<file path="src/rtl/mips_lsu_pkg.sv">
// Shared types and lane helpers for the MIPS load/store unit.
// Optional feature macro: MIPS_LSU_ALIGN_CHECK_EN (misaligned requests trap instead of being forced).
package mips_lsu_pkg;

  typedef enum logic [1:0] {
    StIdle = 2'd0,
    StRd   = 2'd1,
    StWr   = 2'd2,
    StResp = 2'd3
  } lsu_state_e;

  localparam logic [1:0] SZ_BYTE = 2'b00;
  localparam logic [1:0] SZ_HALF = 2'b01;
  localparam logic [1:0] SZ_WORD = 2'b10;

  // Bit position of the byte lane at offset off; byte 0 is the most significant byte.
  function automatic logic [4:0] byte_shift(input logic [1:0] off);
    return {~off, 3'b000};
  endfunction

  // Bit position of the half lane selected by addr[1]; half 0 is the upper half.
  function automatic logic [4:0] half_shift(input logic hi_sel);
    return {~hi_sel, 4'b0000};
  endfunction

  function automatic logic is_misaligned(input logic [1:0] size, input logic [1:0] off);
    if (size[1]) return off != 2'b00;
    if (size == SZ_HALF) return off[0];
    return 1'b0;
  endfunction

endpackage

</file>
<file path="src/rtl/mips_load_store_unit_if.sv">
// Core-side request/response bundle of the MIPS load/store unit.
// Optional feature macro: MIPS_LSU_ALIGN_CHECK_EN adds misalign_exc.
interface mips_load_store_unit_if;
  logic        req_valid;
  logic        req_ready;
  logic        req_write;
  logic [1:0]  req_size;
  logic        req_unsigned;
  logic [31:0] req_addr;
  logic [31:0] req_wdata;
  logic        resp_valid;
  logic [31:0] resp_rdata;
`ifdef MIPS_LSU_ALIGN_CHECK_EN
  logic        misalign_exc;

  modport master (
    output req_valid, req_write, req_size, req_unsigned, req_addr, req_wdata,
    input  req_ready, resp_valid, resp_rdata, misalign_exc
  );
  modport slave (
    input  req_valid, req_write, req_size, req_unsigned, req_addr, req_wdata,
    output req_ready, resp_valid, resp_rdata, misalign_exc
  );
`else
  modport master (
    output req_valid, req_write, req_size, req_unsigned, req_addr, req_wdata,
    input  req_ready, resp_valid, resp_rdata
  );
  modport slave (
    input  req_valid, req_write, req_size, req_unsigned, req_addr, req_wdata,
    output req_ready, resp_valid, resp_rdata
  );
`endif
endinterface

</file>
<file path="src/rtl/mips_lsu_lane.sv">
// Combinational lane logic: big-endian extract/extend for loads, lane merge for sb/sh.
// Misaligned halves/words are forced onto their natural lane (half uses off[1], word ignores off).
module mips_lsu_lane
  import mips_lsu_pkg::*;
(
  input  logic [1:0]  size_i,
  input  logic        unsigned_i,
  input  logic [1:0]  off_i,
  input  logic [31:0] rdata_i,
  input  logic [15:0] wdata_i,
  output logic [31:0] load_o,
  output logic [31:0] merge_o
);

  logic [4:0]  shift;
  logic [31:0] shifted;
  logic [31:0] lane_mask;
  logic [31:0] lane_wdata;

  // Select the lane, extend it for loads and build the insert mask for stores.
  always_comb begin
    shift      = '0;
    shifted    = rdata_i;
    lane_mask  = '0;
    lane_wdata = '0;
    load_o     = rdata_i;
    case (size_i)
      SZ_BYTE: begin
        shift      = byte_shift(off_i);
        shifted    = rdata_i >> shift;
        load_o     = unsigned_i ? {24'b0, shifted[7:0]} : {{24{shifted[7]}}, shifted[7:0]};
        lane_mask  = 32'h0000_00ff << shift;
        lane_wdata = {24'b0, wdata_i[7:0]} << shift;
      end
      SZ_HALF: begin
        shift      = half_shift(off_i[1]);
        shifted    = rdata_i >> shift;
        load_o     = unsigned_i ? {16'b0, shifted[15:0]} : {{16{shifted[15]}}, shifted[15:0]};
        lane_mask  = 32'h0000_ffff << shift;
        lane_wdata = {16'b0, wdata_i} << shift;
      end
      SZ_WORD: load_o = rdata_i;
      default: load_o = rdata_i;
    endcase
    merge_o = (rdata_i & ~lane_mask) | (lane_wdata & lane_mask);
  end

endmodule

</file>
<file path="src/rtl/mips_load_store_unit.sv">
// MIPS load/store unit: turns one core load/store into word-wide accesses to mips_data_mem,
// using read-modify-write for sb/sh.
// Optional feature macro: MIPS_LSU_ALIGN_CHECK_EN (misaligned requests answer at once with
// misalign_exc and never touch memory).
module mips_load_store_unit
  import mips_lsu_pkg::*;
#(
  parameter int unsigned MEM_WAIT = 1
) (
  input  logic                         clk,
  input  logic                         rst_n,
  mips_load_store_unit_if.slave        bus,
  output logic [31:0]                  mem_address,
  output logic [31:0]                  write_data,
  output logic                         sig_mem_read,
  output logic                         sig_mem_write,
  input  logic [31:0]                  read_data
);

  localparam logic [3:0] LastCnt = 4'(MEM_WAIT - 1);

  lsu_state_e  state_q;
  logic [3:0]  cnt_q;
  logic        write_q;
  logic [1:0]  size_q;
  logic        unsigned_q;
  logic [1:0]  off_q;
  logic [15:0] wdata_q;

  logic [31:0] load_data;
  logic [31:0] merge_data;

  mips_lsu_lane u_lane (
    .size_i     (size_q),
    .unsigned_i (unsigned_q),
    .off_i      (off_q),
    .rdata_i    (read_data),
    .wdata_i    (wdata_q),
    .load_o     (load_data),
    .merge_o    (merge_data)
  );

  // Access FSM with wait counter; every output is a registered decode of the next state.
  always_ff @(posedge clk or negedge rst_n) begin
    if (!rst_n) begin
      state_q           <= StIdle;
      cnt_q             <= '0;
      write_q           <= 1'b0;
      size_q            <= SZ_BYTE;
      unsigned_q        <= 1'b0;
      off_q             <= 2'b00;
      wdata_q           <= '0;
      bus.req_ready     <= 1'b1;
      bus.resp_valid    <= 1'b0;
      bus.resp_rdata    <= '0;
      mem_address       <= '0;
      write_data        <= '0;
      sig_mem_read      <= 1'b0;
      sig_mem_write     <= 1'b0;
`ifdef MIPS_LSU_ALIGN_CHECK_EN
      bus.misalign_exc  <= 1'b0;
`endif
    end else begin
      unique case (state_q)
        StIdle: begin
          // req_ready is high throughout IDLE, so req_valid alone marks a transfer.
          if (bus.req_valid) begin
            write_q       <= bus.req_write;
            size_q        <= bus.req_size;
            unsigned_q    <= bus.req_unsigned;
            off_q         <= bus.req_addr[1:0];
            wdata_q       <= bus.req_wdata[15:0];
            mem_address   <= {bus.req_addr[31:2], 2'b00};
            cnt_q         <= '0;
            bus.req_ready <= 1'b0;
`ifdef MIPS_LSU_ALIGN_CHECK_EN
            if (is_misaligned(bus.req_size, bus.req_addr[1:0])) begin
              state_q          <= StResp;
              bus.resp_valid   <= 1'b1;
              bus.resp_rdata   <= '0;
              bus.misalign_exc <= 1'b1;
            end else
`endif
            if (bus.req_write && bus.req_size[1]) begin
              // Full-word store needs no read.
              state_q       <= StWr;
              sig_mem_write <= 1'b1;
              write_data    <= bus.req_wdata;
            end else begin
              state_q      <= StRd;
              sig_mem_read <= 1'b1;
            end
          end
        end
        StRd: begin
          if (cnt_q == LastCnt) begin
            cnt_q        <= '0;
            sig_mem_read <= 1'b0;
            if (write_q) begin
              state_q       <= StWr;
              sig_mem_write <= 1'b1;
              write_data    <= merge_data;
            end else begin
              state_q        <= StResp;
              bus.resp_valid <= 1'b1;
              bus.resp_rdata <= load_data;
            end
          end else begin
            cnt_q <= cnt_q + 4'd1;
          end
        end
        StWr: begin
          if (cnt_q == LastCnt) begin
            cnt_q          <= '0;
            sig_mem_write  <= 1'b0;
            state_q        <= StResp;
            bus.resp_valid <= 1'b1;
            bus.resp_rdata <= '0;
          end else begin
            cnt_q <= cnt_q + 4'd1;
          end
        end
        StResp: begin
          state_q          <= StIdle;
          bus.resp_valid   <= 1'b0;
          bus.req_ready    <= 1'b1;
`ifdef MIPS_LSU_ALIGN_CHECK_EN
          bus.misalign_exc <= 1'b0;
`endif
        end
      endcase
    end
  end

endmodule

</file>
<file path="src/flat_wrapper.sv">
// flat-port wrapper written by rule: the top's interface ports become plain ports
module mips_load_store_unit_flat import mips_lsu_pkg::*;
#(
  parameter int unsigned MEM_WAIT = 1
)
  (clk, rst_n, mem_address, write_data, sig_mem_read, sig_mem_write, read_data, bus_req_valid, bus_req_write, bus_req_size, bus_req_unsigned, bus_req_addr, bus_req_wdata, bus_req_ready, bus_resp_valid, bus_resp_rdata);
  mips_load_store_unit_if bus_i ();
  input  logic clk;
  input  logic rst_n;
  output logic [31:0] mem_address;
  output logic [31:0] write_data;
  output logic sig_mem_read;
  output logic sig_mem_write;
  input  logic [31:0] read_data;
  input wire logic [$bits(bus_i.req_valid)-1:0] bus_req_valid;
  input wire logic [$bits(bus_i.req_write)-1:0] bus_req_write;
  input wire logic [$bits(bus_i.req_size)-1:0] bus_req_size;
  input wire logic [$bits(bus_i.req_unsigned)-1:0] bus_req_unsigned;
  input wire logic [$bits(bus_i.req_addr)-1:0] bus_req_addr;
  input wire logic [$bits(bus_i.req_wdata)-1:0] bus_req_wdata;
  output wire logic [$bits(bus_i.req_ready)-1:0] bus_req_ready;
  output wire logic [$bits(bus_i.resp_valid)-1:0] bus_resp_valid;
  output wire logic [$bits(bus_i.resp_rdata)-1:0] bus_resp_rdata;
  assign bus_i.req_valid = bus_req_valid;
  assign bus_i.req_write = bus_req_write;
  assign bus_i.req_size = bus_req_size;
  assign bus_i.req_unsigned = bus_req_unsigned;
  assign bus_i.req_addr = bus_req_addr;
  assign bus_i.req_wdata = bus_req_wdata;
  assign bus_req_ready = bus_i.req_ready;
  assign bus_resp_valid = bus_i.resp_valid;
  assign bus_resp_rdata = bus_i.resp_rdata;
  mips_load_store_unit #(.MEM_WAIT(MEM_WAIT)) u_core (.clk(clk), .rst_n(rst_n), .bus(bus_i), .mem_address(mem_address), .write_data(write_data), .sig_mem_read(sig_mem_read), .sig_mem_write(sig_mem_write), .read_data(read_data));
endmodule
</file>
<file path="config.mk">
export PLATFORM = sky130hd
export DESIGN_NAME = mips_load_store_unit_flat
export DESIGN_NICKNAME = d
export VERILOG_FILES = /design/src/rtl/mips_lsu_pkg.sv /design/src/rtl/mips_load_store_unit_if.sv /design/src/rtl/mips_lsu_lane.sv /design/src/rtl/mips_load_store_unit.sv /design/src/flat_wrapper.sv
export SDC_FILE = /design/constraint.sdc
export NUM_CORES = 1
export LEC_CHECK = 0
export CELL_PAD_IN_SITES_DETAIL_PLACEMENT = 1
export CELL_PAD_IN_SITES_GLOBAL_PLACEMENT = 1
export CORE_UTILIZATION = 45
export DETAILED_ROUTE_END_ITERATION = 8
export DONT_BUFFER_PORTS = 1
export PLACE_DENSITY = 0.82
export SYNTH_ARGS = -nofsm -noshare
export SYNTH_HDL_FRONTEND = slang
export SYNTH_SLANG_ARGS = --single-unit
</file>
<file path="constraint.sdc">
create_clock -name clk -period 6 [get_ports clk]
set_input_delay 0.6 -clock clk [delete_from_list [all_inputs] [get_ports clk]]
set_output_delay 0.6 -clock clk [all_outputs]
set_load 0.02 [all_outputs]
</file>
==> flow_metrics.py <==
metrics = {
    "timing": {
        "slew-limit-headroom_pct": 23.5,
        "finalSetupTns_ps": 0,
        "holdWs_ps": 17.7,
        "worstMarginPinSlew_ps": 1150,
        "min_period_ps": 3800,
        "post-route-period-util_pct": 63.3,
        "rsz0062_at_grt": "no",
        "fin_ws_ps": 2200,
        "max_freq_mhz": 263,
        "hold_violations": 0,
        "setup_viol": 0,
        "finClkSkew_ps": 7.41,
        "slew_viol_final": 0,
    },
    "yosys": {
        "yosysMostFrequentCell": "dfrtp_1",
        "synthDistinctLibCells": 56,
        "synthTopCellsByCount": "dfrtp_1, mux2_2, o21ai_0",
        "ys_warn_count": 0,
        "synth_adder_area_share_pct": 1.17,
        "synthXorXnorAreaFrac_pct": 0,
        "synth-compound-area-share_pct": 20.6,
        "synth_edf_count": 0,
        "yosys.area_share.simple_pct": 9.81,
        "yosys_register_bits": 126,
        "syn_area_um2": 6390,
        "yosys.area.top_type": "dfrtp_1",
        "async_reset_ff_share_pct": 100,
        "synth.avg_cell_area_um2": 11.0,
        "synth.area.mux_share_pct": 14.3,
        "synth_seq_area_share_pct": 49.4,
        "synth_top_area_share_pct": 48.9,
        "synth_flop_cell": "dfrtp_1",
        "synth_top_family_by_area": "compound AO/OA/AOI/OAI gates",
        "syn-instance-count": 580,
        "synthTopCellsByArea": "dfrtp_1, mux2_2, o21ai_0, a221o_1, nand2_1",
    },
    "die": {
        "fp.coreArea_um2": 13900,
        "die_w_um": 121,
        "num_rows": 43,
        "die_y_um": 121,
        "ios": 203,
        "dieArea_um2": 14700,
        "initial_utilization_pct": 46.0,
    },
    "power": {
        "swShare_pct": 44.9,
        "p_seq_share_pct": 40.1,
        "p_int_mw": 2.81,
        "powerDensity_nw_per_um2": 716,
        "comb_power_share_pct": 38.5,
        "irDropWorstVdd_mv": 0.305,
        "power.switching_mw": 2.28,
        "power.leakage_nw": 2.87,
        "pwr-share-clk_pct": 21.4,
    },
    "placement": {
        "dpl.hpwl_mm": 14.0,
        "gp_congestion": 0.883,
        "numPortBuffers": 0,
        "pre_cts_ws_ps": 2320,
    },
    "clocking": {
        "cts_max_level": 4,
        "cts_root_buffer": "clkbuf_16",
        "path_clk_slew_ps": 60,
        "clockBufferDepth": 2,
        "clk-insertion-delay-late_ps": 430,
        "cts_tree": "done",
        "numCtsBuffers": 17,
        "clkSinkCount": 126,
        "post_cts_resized": 0,
    },
    "routing": {
        "drt_first_pass_iters": 5,
        "via_per_inst": 6.77,
        "vias": 5077,
        "wl_per_cell_um": 26.5,
        "drc": 0,
        "postRouteAntennaNets": 0,
        "drt_iter0_drc": 526,
        "wl_mm": 19.8,
    },
    "flow_run": {
        "maxCapViolations": 0,
    },
    "final_layout": {
        "antenna_cells": 0,
        "nets": 666,
        "final_layout_size_suffix_gt1_share_pct": 21.8,
        "area.growth.synth_to_final_pct": 11.3,
    },
    "worst_setup_path": {
        "arrival_ps": 4100,
        "worstPathCellList": "inv_1 -> ha_2 -> inv_1 -> a32oi_1 -> a211oi_2 -> a221o_1",
        "cp_common_cell": "inv_1",
        "ff2ff_path_depth": 6,
        "cp.required_ps": 6300,
        "critPathSlowestCell": "ha_2",
        "cp-start-kind": "register",
        "path_max_fanout": 63,
        "crit_path_end_kind": "register",
        "critPathMaxStageDelay_ps": 950,
        "worstSetupPathType": "reg2reg",
    },
    "global_routing": {
        "grt_use_total_pct": 28.1,
        "overflow": 0,
        "antenna_found_initial": 0,
        "grt_max_degree": 126,
        "grt_pass1_wl_mm": 30.7,
        "grt_pass1_vias": 5189,
    },
    "worst_hold_path": {
        "hp-class": "in2async",
    },
    "outcome": {
        "outcome": "finished, final reports clean",
    },
}
## routing by layer
metal	global-route usage, %	vias up	share of wire [%]
met3	11.4	41	11
met2	44.4	267	48
met5	0	-	0
met4	11.8	0	3.0
li1	-	2172	-
met1	33.8	2597	38
## final timing paths
path / start / to / slack (ps)
max: u_core.state_q[1] / u_core.bus.resp_rdata[26] / 2200
max in group asynchronous: rst_n / u_core.write_data[3] / 5350
min in group clk: read_data[27] / u_core.bus.resp_rdata[27] / 320
min: rst_n / u_core.bus.req_ready / 20
max reg2reg: u_core.state_q[1] / u_core.bus.resp_rdata[26] / 2200
min reg2reg: u_core.off_q[1] / u_core.off_q[1] / 510
## cell type report
type / instances / area [um^2]
clock buffers: 23 / 498
clock inverters: 9 / 131
fillers: 1467 / 6770
inverters: 18 / 67.6
multi-input cells: 386 / 2960
flip-flops and latches: 126 / 3150
well taps: 180 / 225
repair buffers: 8 / 80.1
## worst max-delay path, delay by kind of cell (launching register included)
| kind | cells | cell delay (ps) |
|---|---|---|
| AO/OA/AOI/OAI | 3 | 1590 |
| adder cells (fa/ha/maj) | 1 | 950 |
| buffers and inverters | 2 | 710 |
| flip-flops | 1 | 410 |
## cells in the final DEF (no fill, tap or decap), types with 5 or more instances in the layout
master	n
a31oi_1	11
inv_1	18
a22oi_1	8
ha_1	5
mux2_2	72
clkbuf_16	17
a222oi_1	8
a21oi_1	14
nor3_1	13
nor4b_1	10
o221ai_1	14
mux2i_1	9
a221o_1	16
o21ai_0	49
o31ai_1	8
nand4_1	8
a22o_1	15
dfrtp_1	125
o2111ai_1	8
nor2_1	21
nand3_1	12
clkbuf_8	5
nand2_1	35
buf_4	7
a221oi_1	8
## flip-flops by register name (all words and copies together) (netlist names)
register               cells
u_core.write_data         32
u_core.cnt_q               4
u_core.state_q             2
u_core.off_q               2
u_core.write_q             1
u_core.bus.resp_valid      1
u_core.sig_mem_write       1
u_core.unsigned_q          1
u_core.bus.req_ready       1
u_core.size_q              2
u_core.mem_address        30
u_core.wdata_q            16
u_core.sig_mem_read        1
u_core.bus.resp_rdata     32
## logic make-up (layout without fill, tap and decap cells)
logic type | count (synthesis) | count (layout)
compound gates | 176 | 176
flops | 126 | 126
simple gates | 120 | 120
mux | 82 | 82
buf+inv | 69 | 58
fa+ha+maj | 6 | 6
other cells | 1 | 2
## what timing repair did
item / 4_1_cts / 5_1_grt
buffers inserted: 0 / 0
hold buffers: 1 / 0
endpoints found under the hold margin: 125 / 0
## power groups by stage
stage | Sequential (mW) | Combinational, mW | Clock, mW
after floorplan | 1.88 | 1.57 | 0
after global placement | 2.03 | 1.78 | 0
after detailed placement | 2.04 | 1.92 | 0
after CTS | 2.04 | 1.95 | 1.10
after global routing | 2.09 | 2.15 | 1.14
final | 2.04 | 1.96 | 1.09
## metrics by stage
step / cell area (um^2) / std cells / power (mW) / utilization [%]
floorplan: 6390 / 581 / 3.46 / -
global placement: 6450 / 717 / 3.81 / 46.5
detailed placement: 6450 / 717 / 3.96 / 46.5
CTS: 7110 / 750 / 5.09 / 51.2
global route: 7110 / 750 / 5.38 / 51.2
finish: 7110 / 750 / 5.09 / 51.2
(Power assumes the default switching activity.)
